==> config.mk <==
export PLATFORM = sky130hd
export DESIGN_NAME = fetch_issue_unit
export DESIGN_NICKNAME = d
export VERILOG_FILES = /design/src/rtl/fetch_issue_unit.sv
export SDC_FILE = /design/constraint.sdc
export NUM_CORES = 1
export LEC_CHECK = 0
export CAP_MARGIN = 40
export CORE_MARGIN = 2
export CORE_UTILIZATION = 41
export CTS_BUF_LIST = sky130_fd_sc_hd__clkbuf_4 sky130_fd_sc_hd__clkbuf_8
export CTS_CLUSTER_DIAMETER = 30
export DETAILED_ROUTE_END_ITERATION = 7
export PLACE_DENSITY = 0.89
export SLEW_MARGIN = 20
export SYNTH_ARGS = -nofsm -noshare
export SYNTH_HDL_FRONTEND = slang
export SYNTH_SLANG_ARGS = --single-unit
export TNS_END_PERCENT = 30
==> constraint.sdc <==
create_clock -name clk -period 1.9 [get_ports clk]
set_input_delay 0.57 -clock clk [delete_from_list [all_inputs] [get_ports clk]]
set_output_delay 0.57 -clock clk [all_outputs]
set_load 0.1 [all_outputs]
==> src/rtl/fetch_issue_unit.sv <==
// Fetch/issue stage. It drives the program-memory address and hands the fetched
// opcode to the stall controller. On stall it holds the PC and issues bubbles.
// On jump it redirects, and on HLT it freezes until reset. It also keeps a
// saturating bubble counter and a sticky watchdog for stalls that never clear.
module fetch_issue_unit #(
    parameter int                     PC_WIDTH    = 8,
    parameter int                     INSTR_WIDTH = 32,
    parameter logic [INSTR_WIDTH-1:0] NOP_WORD    = '0,
    parameter int                     STALL_LIMIT = 16
) (
    input  logic                   clk,
    input  logic                   reset,
    output logic [PC_WIDTH-1:0]    pm_addr,
    output logic                   pm_re,
    input  logic [INSTR_WIDTH-1:0] pm_data,
    output logic [5:0]             op_out,
    input  logic                   stall,
    input  logic                   stall_pm,
    input  logic                   jump_en,
    input  logic [PC_WIDTH-1:0]    jump_target,
    output logic [INSTR_WIDTH-1:0] instr_out,
    output logic                   instr_valid,
    output logic [PC_WIDTH-1:0]    pc_out,
    output logic                   halted,
    output logic                   stall_err,
    output logic [15:0]            bubble_cnt
);

    localparam int         CNT_W  = $clog2(STALL_LIMIT + 1);
    localparam logic [5:0] OP_HLT = 6'b010001;

    typedef enum logic [1:0] {RUN, STALL, HALT} state_t;

    state_t                 state, state_n;
    logic [PC_WIDTH-1:0]    pc, pc_n;
    logic [INSTR_WIDTH-1:0] instr_n;
    logic                   valid_n;
    logic [PC_WIDTH-1:0]    pc_out_n;
    logic                   err_n;
    logic [15:0]            bub_n;
    logic [CNT_W-1:0]       stall_cnt, scnt_n;
    logic                   bump;

    // Memory interface and status outputs. Reads are skipped on continuing
    // stall cycles because memory keeps its last output.
    always_comb begin
        pm_addr = pc;
        op_out  = pm_data[INSTR_WIDTH-1 -: 6];
        pm_re   = jump_en | ~(stall & stall_pm);
        halted  = (state == HALT);
    end

    // Next-state logic. Priority is HALT, then jump, then stall, then advance.
    always_comb begin
        state_n  = state;
        pc_n     = pc;
        instr_n  = instr_out;
        valid_n  = instr_valid;
        pc_out_n = pc_out;
        err_n    = stall_err;
        scnt_n   = stall_cnt;
        bump     = 1'b0;
        case (state)
            HALT: begin
                valid_n = 1'b0;
            end
            default: begin
                if (jump_en) begin
                    pc_n    = jump_target;
                    instr_n = NOP_WORD;
                    valid_n = 1'b0;
                    bump    = 1'b1;
                    scnt_n  = '0;
                    state_n = RUN;
                end else if (stall) begin
                    instr_n = NOP_WORD;
                    valid_n = 1'b0;
                    bump    = 1'b1;
                    if (op_out == OP_HLT) begin
                        state_n = HALT;
                    end else begin
                        state_n = STALL;
                        if (stall_cnt != CNT_W'(STALL_LIMIT))
                            scnt_n = stall_cnt + CNT_W'(1);
                        if (scnt_n == CNT_W'(STALL_LIMIT))
                            err_n = 1'b1;
                    end
                end else begin
                    instr_n  = pm_data;
                    pc_out_n = pc;
                    valid_n  = 1'b1;
                    pc_n     = pc + PC_WIDTH'(1);
                    scnt_n   = '0;
                    state_n  = RUN;
                end
            end
        endcase
        bub_n = (bump && bubble_cnt != 16'hFFFF) ? bubble_cnt + 16'd1 : bubble_cnt;
    end

    // State register. Synchronous reset has the highest priority.
    always_ff @(posedge clk) begin
        if (reset) begin
            state       <= RUN;
            pc          <= '0;
            instr_out   <= NOP_WORD;
            instr_valid <= 1'b0;
            pc_out      <= '0;
            stall_err   <= 1'b0;
            bubble_cnt  <= '0;
            stall_cnt   <= '0;
        end else begin
            state       <= state_n;
            pc          <= pc_n;
            instr_out   <= instr_n;
            instr_valid <= valid_n;
            pc_out      <= pc_out_n;
            stall_err   <= err_n;
            bubble_cnt  <= bub_n;
            stall_cnt   <= scnt_n;
        end
    end

endmodule

; Yosys cells after proc, flatten, opt, wreduce, memory -nomap -nowiden
; Cells that the tools add are included.
[word_totals]
regBits = 73
output_inout_bits = 74
elab_cells = 50
[op_classes]
mux = 19
n_reduce_logical = 6
eq_ne = 7
addsub = 3
n_bitwise = 7
[op_table]
columns = operator, count
row1 = 32-bit 2-to-1 mux, 2
row2 = 5-bit 2-to-1 mux, 8
row3 = 16-bit by 1-bit adder with 16-bit output (second input constant), 1
row4 = 8-bit 2-to-1 mux, 2
row5 = 16-bit inequality test (second input constant), 1
row6 = 8-bit by 1-bit adder with 8-bit output (second input constant), 1
row7 = 6-bit by 5-bit equality test with 1-bit output (second input constant), 1
row8 = 2-bit 2-to-1 mux, 3
row9 = 5-bit by 1-bit adder with 5-bit output (second input constant), 1
row10 = 5-bit equality test (second input constant), 1
row11 = 5-bit inequality test (second input constant), 1
row12 = 1-bit NOT, 5
row13 = 5-bit AND reduction, 1
row14 = 1-bit 2-to-1 mux, 4
row15 = 2-bit AND reduction, 2
row16 = 3-bit inequality test (second input constant), 1
row17 = 3-bit AND reduction, 1
row18 = 3-bit OR reduction, 1
row19 = 2-bit equality test (second input constant), 1
row20 = 2-bit by 1-bit inequality test with 1-bit output (second input constant), 1
row21 = 1-bit bitwise AND, 1
row22 = 1-bit logical AND, 1
row23 = 1-bit bitwise OR, 1

; Depth between registers and ports, before layout
; Gate-level depths: netlist of run 1.
[logic_depth]
ltp_word = 9
ltp_mapped = 7

; Worst setup path after synthesis of run 1
; OpenSTA, ideal clock, no wires.
[synth_path]
path_kind = register -> register
startpoint = register bubble_cnt[0]
endpoint = register bubble_cnt[12]
setup_ns = 0.070
period_less_slack_ns = 2.631
arrival_time_ns = 2.561
path_buffers = 1
path_stages_with_launch = 7
setup_slack_ns = -0.731
required_time_ns = 1.830
path_cell_list = dfxtp_1 ha_1 nand3_2 or4_1 buf_2 or4_1 a21oi_1
[synth_between]
elab_chain_len = 2
word_cells_on_any_way = 3
[synth_lines]
columns = item, line_no
row1 = start: declaration, 26  ; output logic [15:0] bubble_cnt
row2 = start signal: assignment, 119  ; bubble_cnt <= bub_n;
row3 = "parallel branches: the longest is 2 deep, another holds 16-bit by 1-bit adder with 16-bit output", -
; Parallel ways; which one is timed is not known.
; A chain may end at the register's enable or synchronous reset.

; Worst setup path after layout of run 1
[layout_path]
startpoint = input port stall_pm
endpoint = output port pm_re
[layout_between]
elab_chain_len = 3
[layout_lines]
columns = item, line_no
row1 = start: declaration, 18  ; input logic stall_pm,
row2 = 1-bit bitwise AND, 49  ; pm_re = jump_en | ~(stall & stall_pm);
row3 = 1-bit NOT, 49
row4 = 1-bit bitwise OR, 49
row5 = end: declaration, 14  ; output logic pm_re,
; No other way between the ends.

==> results of run 1 <==
==> layout by cell type, fill, tap and decap left out, drive strengths merged, types with 3 or more instances in the layout <==
cell             n
nor2b            3
nand2b           3
nor2            15
dlygate4sd2      5
nand3           20
o31ai            9
dfxtp           73
nor4             6
inv             10
o41ai            3
ha               4
and3             3
xnor2            3
o21ai           13
or4              9
buf            101
nor3             4
or3              5
nand4            6
clkdlybuf4s50   36
clkbuf          13
bufinv           3
nand2           30
a21oi           27
a22o            36
a31oi            6
==> sequential cells by signal, summed over array words and instances, names as in the netlist <==
name         cells
stall_err        1
instr_valid      1
bubble_cnt      16
state            2
pm_addr          8
stall_cnt        5
instr_out       32
pc_out           8
==> path summary, 6_finish.rpt <==
check	start	end	slack [ns]
worst max-delay path	stall_pm	pm_re	0.07
worst min register to register	pc_out[0]	pc_out[0]	0.50
worst max register to register	bubble_cnt[1]	bubble_cnt[12]	0.15
worst min-delay path	pc_out[0]	pc_out[0]	0.50
==> through the flow <==
step	total power [mW]	TNS, ns
2_1_floorplan	2.139	-0.3013
3_3_place_gp	2.499	-12.24
3_5_place_dp	2.527	-15.26
4_1_cts	4.000	-0.03397
5_1_grt	4.101	0
6_report	3.982	0
==> layout make-up <==
cell class | count | area, um2
clock buffers | 11 | 138.9
clock inverters | 5 | 103.9
fillers | 446 | 1657
inverters | 10 | 37.54
multi-input cells | 222 | 1475
flip-flops and latches | 73 | 1524
well taps | 99 | 123.9
repair buffers | 145 | 2155
==> worst max-delay path, stage by stage <==
cell and delay, ns:
clkdlybuf4s50_1 0.47, nand2_2 0.06, buf_12 0.16
==> power groups by stage <==
stage	sequential (mW)	combinational, mW	clock [mW]
after floorplan	1.93	0.213	0
after global placement	1.67	0.829	0
after detailed placement	1.68	0.849	0
after CTS	1.64	0.858	1.50
after global routing	1.65	0.896	1.55
final	1.64	0.858	1.48
==> kinds of logic after synthesis <==
logic type      Yosys count
simple gates            111
compound gates          101
flops                    73
buf+inv                  36
fa+ha+maj                 4
xor+xnor                  3
mux                       3
==> routing by layer <==
metal,track usage,vias up,part of all wire
met5,0,-,0
met4,0.1192,0,0.029
met3,0.06538,28,0.070
met2,0.4693,152,0.54
met1,0.2522,1556,0.36
li1,-,1496,-
==> repair_timing <==
action                                  CTS  global route
endpoints found under the setup margin   20             9
cloned                                    0             0
pin swaps                                 0             0
gates resized for setup                  17             4
==> impl_metrics.json, run 1 <==
{
  "ir_worst_vdd_mv": 0.4826,
  "yosys.area.top_type": "dfxtp_1",
  "synth_edf_count": 0,
  "vias_per_cell": 5.720,
  "synth_xor_area_frac": 0.008653,
  "antenna_cells": 0,
  "syn_area_um2": 3037,
  "finalHoldViolCount": 0,
  "switching_share": 0.2932,
  "max-cap-violations": 0,
  "die_y_um": 90.06,
  "grt_first_pass_wirelength_um": 16590,
  "synth_top_family_by_area": "compound AO/OA/AOI/OAI gates",
  "synth_simple_gate_area_frac": 0.1953,
  "dominantRegCellSynth": "dfxtp_1",
  "whs_ns": 0.4998,
  "synth_nets": 380,
  "async_flop_share": 0,
  "postRouteAntennaNets": 0,
  "rsz0062_at_grt": "no",
  "synth_mux_area_frac": 0.01071,
  "start_kind": "primary input",
  "clk_pin_slew_ns": 0.08,
  "ios": 119,
  "yosysMostFrequentCell": "dfxtp_1",
  "ys_types": 44,
  "reg2reg_depth": 5,
  "finClkSkew_ns": 0.007746,
  "grt_use_total": 0.2488,
  "synthTopCellsByCount": "dfxtp_1 (73), a22o_1 (36), nand2_1 (30)",
  "htreeDepth": 3,
  "synth-adder-area-share": 0.01648,
  "area_growth_pct": 83.02,
  "cts-root-buf": "clkbuf_8",
  "hp-class": "register to register",
  "drc": 0,
  "status": "complete, no violations",
  "vias": 3232,
  "fin_crit_ns": 1.834,
  "clock_path_buffers": 2,
  "cts-buffers-inserted": 9,
  "worstPathArrival_ns": 1.26,
  "grt_max_degree": 34,
  "final_design_area_no_fill_um2": 5558,
  "synth_cells": 331,
  "place.gp.congestion": 0.8396,
  "fin_crit_sh": 0.9653,
  "clk_latency_ns": 0.34,
  "ys_ff_latch": 73,
  "drt_iter0_drc": 165,
  "power.density_nw_per_um2": 716.5,
  "fin_util": 0.7704,
  "relSlewSlack": 0.6947,
  "setup_ws_ns": 0.06593,
  "fmax_ghz": 0.5452,
  "dieArea_um2": 8111,
  "cts_hold_buf": 0,
  "hold_path_depth": 2,
  "place_ws_ns": -0.4804,
  "synth_area_per_cell_um2": 9.174,
  "grt_pass1_vias": 3432,
  "firstDrtPassIters": 4,
  "stdcell_count": 565,
  "post_cts_buffers": 0,
  "clockPowerShare": 0.372,
  "worstPathMaxFanout": 1,
  "die_w_um": 90.06,
  "tightestPinTransition_ns": 0.4549,
  "core_um2": 7214,
  "drv_slew": 0,
  "port_buffers": 118,
  "worstSetupPathType": "primary input to primary output",
  "comb_power_share": 0.215,
  "cellLeakagePower_nw": 2.140,
  "clock_sinks": 73,
  "p_sw_mw": 1.168,
  "synth_top_cells_by_area": "dfxtp_1 (48%), a22o_1 (10%), a21oi_1 (4.4%)",
  "tritoncts": "built",
  "dp.final_hpwl_um": 7346,
  "wl_per_cell_um": 17.55,
  "placed_cell_area_um2": 5294,
  "drive_gt1_frac": 0.3348,
  "setup-violations-final": 0,
  "ys_seq_area_frac": 0.4813,
  "overflow": 0,
  "synth_warnings": 0,
  "nets": 510,
  "initial_core_util": 0.4209,
  "synth_top_area_frac": 0.4813,
  "synth_compound_area_frac": 0.2328,
  "cp-end-kind": "primary output",
  "placedCellCount": 549,
  "p_int_mw": 2.815,
  "antenna_found_initial": 0,
  "core.rowCount": 31,
  "required_ns": 1.33,
  "power_frac_seq": 0.413,
  "totalWireLength_um": 9916
}
Note: power is estimated with default switching activity, not from simulation.
==> run 2: changes to the inputs <==
--- a/config.mk
+++ b/config.mk
@@ -5,9 +5,10 @@
 export SDC_FILE = /design/constraint.sdc
 export NUM_CORES = 1
 export LEC_CHECK = 0
+export ABC_AREA = 1
 export CAP_MARGIN = 40
 export CORE_MARGIN = 2
-export CORE_UTILIZATION = 41
+export CORE_UTILIZATION = 42
 export CTS_BUF_LIST = sky130_fd_sc_hd__clkbuf_4 sky130_fd_sc_hd__clkbuf_8
 export CTS_CLUSTER_DIAMETER = 30
 export DETAILED_ROUTE_END_ITERATION = 7
==> impl_metrics.json, run 2 <==
{
  "status": "complete, no violations",
  "final_common_cell": "buf_12",
  "clock_path_buffers": 2,
  "synth_mux_area_frac": 0,
  "synth_area_per_cell_um2": 8.214,
  "fin_crit_sh": 0.9825,
  "reg2reg_depth": 8,
  "cts-buffers-inserted": 9,
  "clk_pin_slew_ns": 0.08,
  "drt_iter0_drc": 181,
  "path_delay_family": "buffers and inverters",
  "clock_sinks": 73,
  "yosysMostFrequentCell": "nand2_1",
  "placed_cell_area_um2": 5400,
  "antenna_found_initial": 0,
  "rsz0062_at_grt": "no",
  "drc": 0,
  "synth_top_area_frac": 0.4426,
  "postRouteAntennaNets": 0,
  "layout_common_cells": "buf_12 (76), nand2_1 (74), dfxtp_1 (57)",
  "placedCellCount": 617,
  "slowest_stage": "clkdlybuf4s50_1",
  "max-cap-violations": 0,
  "grt_pass1_vias": 3440,
  "grt_max_degree": 40,
  "stdcell_count": 633,
  "path_depth": 2,
  "fin_crit_ns": 1.867,
  "place_ws_ns": -0.2137,
  "setup-violations-final": 0,
  "ir_worst_vdd_mv": 0.4736,
  "yosys.area.top_type": "dfxtp_1",
  "vias": 3404,
  "cts_hold_buf": 0,
  "hp-class": "register to register",
  "top_regs": "instr_out (32), bubble_cnt (16)",
  "regMostFlops": "instr_out",
  "synth_nets": 451,
  "cp_cell_sequence": "clkdlybuf4s50_1 -> buf_12",
  "drive_gt1_frac": 0.3070,
  "ys_seq_area_frac": 0.4426,
  "fmax_ghz": 0.5357,
  "initial_core_util": 0.4295,
  "synthTopCellsByCount": "nand2_1 (75), dfxtp_1 (73), nor2_1 (47)",
  "die_w_um": 92.67,
  "clk_latency_ns": 0.35,
  "overflow": 0,
  "rrSetupSlack_ns": 0.23,
  "place.gp.congestion": 0.8700,
  "crit_buf_inv": 2,
  "vias_per_cell": 5.378,
  "core.rowCount": 32,
  "synth_top_family_by_area": "simple AND/OR/NAND/NOR gates",
  "ys_types": 31,
  "synth_cells": 402,
  "synth_warnings": 0,
  "grt_first_pass_wirelength_um": 16500,
  "cp-end-kind": "primary output",
  "cts-root-buf": "clkbuf_8",
  "power_mw": 4.000,
  "dieArea_um2": 8587,
  "largest_reg_flops": 32,
  "hold_path_depth": 2,
  "tritoncts": "built",
  "fillers": 515,
  "synth_simple_gate_area_frac": 0.2444,
  "finClkSkew_ns": 0.008462,
  "ios": 119,
  "drv_slew": 0,
  "dominantRegCellSynth": "dfxtp_1",
  "port_buffers": 118,
  "final_design_area_no_fill_um2": 5622,
  "firstDrtPassIters": 5,
  "cellLeakagePower_nw": 2.223,
  "tightestPinTransition_ns": 0.3358,
  "worstPathMaxFanout": 2,
  "power.density_nw_per_um2": 711.6,
  "worstPathArrival_ns": 1.30,
  "finalHoldViolCount": 0,
  "relSlewSlack": 0.7759,
  "nets": 575,
  "ys_ff_latch": 73,
  "async_flop_share": 0,
  "die_y_um": 92.67,
  "totalWireLength_um": 10070,
  "synth_compound_area_frac": 0.1982,
  "core_um2": 7687,
  "synth-adder-area-share": 0.01516,
  "wl_per_cell_um": 15.91,
  "htreeDepth": 3,
  "synth_edf_count": 0,
  "fin_tns_setup_ns": 0,
  "synth_top_cells_by_area": "dfxtp_1 (44%), a32o_1 (9.1%), nand2_1 (8.5%)",
  "required_ns": 1.33,
  "crit_path_max_incr_delay_ns": 0.53,
  "antenna_cells": 0,
  "syn_area_um2": 3302,
  "dp.final_hpwl_um": 7450,
  "worstSetupPathType": "primary input to primary output",
  "start_kind": "primary input",
  "synth_xor_area_frac": 0.02122,
  "grt_use_total": 0.2431,
  "area_growth_pct": 70.25,
  "setup_ws_ns": 0.03326
}
-- run 2: cell types whose count changed after synthesis, sizes merged, moves of 4 or more --
cell / delta
o31ai: -9
a31oi: -4
nand2: +60
nor4: -6
xor2: +7
clkbuf: -6
o21ai: +16
or3: -5
nor2: +38
a22o: -36
inv: +22
a32o: +28
or4: -9
-- run 2: worst paths after layout --
| kind | from | endpoint |
|---|---|---|
| setup / recovery | pm_data[26] | op_out[0] |
| hold / removal | stall_err | stall_err |
| setup reg to reg | bubble_cnt[0] | bubble_cnt[14] |
| hold reg to reg | stall_err | stall_err |
-- run 2: layer usage --
metal,vias up,global-route usage,share of wire
met5,-,0,0
met4,0,0.1029,0.021
met3,21,0.08055,0.088
met2,179,0.4203,0.52
met1,1600,0.2739,0.37
li1,1604,-,-
-- run 2: logic make-up after synthesis --
logic type / count (synthesis)
AND/OR/NAND/NOR: 174
adder cells (fa/ha/maj): 4
AO/OA/AOI/OAI: 88
buffers and inverters: 55
flip-flops: 73
XOR/XNOR: 8
-- run 2: power by group --
group	internal (mW)	switching, mW
clock	0.758	0.620
sequential	1.58	0.0733
combinational	0.370	0.597
total	2.71	1.29
-- run 2: area by class of cell --
type                       instances  area [um2]  area share
clock buffer                      10       131.4     0.02337
multi-input combinational        274        1587      0.2822
tap                              102       127.6     0.02270
clock inverter                     6       92.59     0.01647
sequential                        73        1486      0.2644
inverter                          32       120.1     0.02137
timing repair buffer             136        2077      0.3695
-- run 2: stage by stage --
stage,utilization,hold slack [ns]
2_1_floorplan,-,0.4698
3_3_place_gp,0.7025,0.4824
3_5_place_dp,0.7025,0.4834
4_1_cts,0.7310,0.4957
5_1_grt,0.7313,0.5142
6_report,0.7313,0.4901
-- run 2: worst min-delay path, delay by kind of cell, from the launching register on --
kind	cells	cell delay, ns
DFF	1	0.34
and+or+nand+nor	2	0.11
-- run 2: what timing repair did --
item                       4_1_cts  5_1_grt
setup endpoints to repair        5        2
buffers inserted                 0        0
gates cloned                     0        0
resized for setup                7        2
==> run 3: changes to the inputs <==
--- a/config.mk
+++ b/config.mk
@@ -8,11 +8,12 @@
 export ABC_AREA = 1
 export CAP_MARGIN = 40
 export CORE_MARGIN = 2
-export CORE_UTILIZATION = 42
+export CORE_UTILIZATION = 59
 export CTS_BUF_LIST = sky130_fd_sc_hd__clkbuf_4 sky130_fd_sc_hd__clkbuf_8
 export CTS_CLUSTER_DIAMETER = 30
 export DETAILED_ROUTE_END_ITERATION = 7
-export PLACE_DENSITY = 0.89
+export DONT_BUFFER_PORTS = 1
+export PLACE_DENSITY = 0.88
 export SLEW_MARGIN = 20
 export SYNTH_ARGS = -nofsm -noshare
 export SYNTH_HDL_FRONTEND = slang
==> impl_metrics.json, run 3 (synthesis gave the netlist of run 2 again) <==
{
  "drv_slew": 0,
  "hp-class": "primary input to register",
  "clock_path_buffers": 2,
  "clk_latency_ns": 0.35,
  "clock_sinks": 73,
  "firstDrtPassIters": 5,
  "fmax_ghz": 0.5495,
  "htreeDepth": 3,
  "post_cts_buffers": 0,
  "reg2reg_depth": 10,
  "rrSetupSlack_ns": 0.22,
  "ir_worst_vdd_mv": 0.6971,
  "tritoncts": "built",
  "crit_start": "state[0]",
  "drive_gt1_frac": 0.3026,
  "area_growth_pct": 22.36,
  "grt_first_pass_wirelength_um": 13250,
  "drt_iter0_drc": 198,
  "dieArea_um2": 6211,
  "grt_pass1_vias": 2974,
  "core_um2": 5439,
  "stdcell_count": 538,
  "max-cap-violations": 0,
  "finClkSkew_ns": 0.005898,
  "worstPathMaxFanout": 6,
  "wl_per_cell_um": 15.31,
  "fin_crit_ns": 1.820,
  "largest_reg_flops": 32,
  "multi_input_area_um2": 1584,
  "cts_hold_buf": 0,
  "cts-resized-gates": 0,
  "antenna_found_initial": 0,
  "postRouteAntennaNets": 0,
  "r2r-start": "bubble_cnt[0]",
  "dp.final_hpwl_um": 5908,
  "placedCellCount": 522,
  "finalHoldViolCount": 0,
  "met2_wirelength_um": 4258,
  "required_ns": 1.33,
  "crit_path_end": "halted",
  "worstPathArrival_ns": 1.25,
  "layout_common_cells": "nand2_1 (75), buf_4 (69), dfxtp_1 (57)",
  "status": "complete, no violations",
  "fillers": 405,
  "relSlewSlack": 0.6505,
  "port_buffers": 0,
  "whs_ns": 0.2706,
  "cp-end-kind": "primary output",
  "start_kind": "register",
  "ios": 119,
  "fin_crit_sh": 0.9578,
  "cts-buffers-inserted": 9,
  "cellLeakagePower_nw": 1.697,
  "vias_per_cell": 5.725,
  "antenna_cells": 0,
  "die_y_um": 78.81,
  "place.gp.congestion": 0.8822,
  "power.density_nw_per_um2": 865.1,
  "regMostFlops": "instr_out",
  "nets": 510,
  "clk_pin_slew_ns": 0.08,
  "grt_use_total": 0.2687,
  "top_regs": "instr_out (32), bubble_cnt (16)",
  "worstSetupPathType": "register to primary output",
  "setup-violations-final": 0,
  "r2r_end": "bubble_cnt[8]",
  "initial_core_util": 0.6071,
  "final_common_cell": "nand2_1",
  "die_w_um": 78.81,
  "overflow": 0,
  "routed-wl-met3_um": 665,
  "tightestPinTransition_ns": 0.5235,
  "totalWireLength_um": 8236,
  "highest-signal-layer": "met4",
  "rsz0062_at_grt": "no",
  "seq_area_um2": 1486,
  "grt_max_degree": 41,
  "vias": 3080,
  "drc": 0,
  "wl_met1_um": 3101,
  "core.rowCount": 27,
  "cts-root-buf": "clkbuf_8"
}
run 3: cell type report:
type | instances | share of cell area
multi-input cells | 274 | 0.3921
inverters | 32 | 0.02973
repair buffers | 71 | 0.1381
clock buffers | 9 | 0.03066
well taps | 72 | 0.02230
clock inverters | 7 | 0.01920
flip-flops and latches | 73 | 0.3679
run 3: per-layer routing:
| metal | track usage | up-vias |
|---|---|---|
| li1 | - | 1471 |
| met4 | 0.1448 | 0 |
| met5 | 0 | - |
| met3 | 0.08295 | 22 |
| met2 | 0.4667 | 122 |
| met1 | 0.2929 | 1465 |
run 3: worst min-delay path by stage:
| stage | slack, ns | startpoint | cells past startpoint | end |
|---|---|---|---|---|
| after floorplan | 0.47 | stall_cnt[4] | 2 | stall_cnt[4] |
| after global placement | 0.47 | pc_out[3] | 2 | pc_out[3] |
| after detailed placement | 0.48 | pc_out[1] | 2 | pc_out[1] |
| after CTS | 0.26 | reset | 1 | bubble_cnt[5] |
| after global routing | 0.26 | reset | 1 | bubble_cnt[3] |
| final | 0.27 | reset | 1 | bubble_cnt[7] |
run 3: power breakdown:
part	switching, mW	internal, mW	leakage, nW
clock network	0.620	0.617	0.100
logic	0.511	0.130	0.993
registers	0.0361	1.58	0.603
run 3: stage by stage:
step / TNS [ns] / instance area [um2] / power [mW] / utilization / setup WS (ns)
2_1_floorplan: -0.3308 / 3334 / 2.235 / - / -0.1844
3_3_place_gp: 0 / 3839 / 2.272 / 0.7058 / 0.1949
3_5_place_dp: 0 / 3839 / 2.287 / 0.7058 / 0.1843
4_1_cts: 0 / 4040 / 3.511 / 0.7428 / 0.07948
5_1_grt: 0 / 4040 / 3.610 / 0.7428 / 0.02559
6_report: 0 / 4040 / 3.495 / 0.7428 / 0.08027
run 3: critical path, cell delays in order, from the launching register on:
cell	delay, ns
dfxtp_1	0.31
inv_1	0.08
nand2_4	0.10
inv_2	0.41
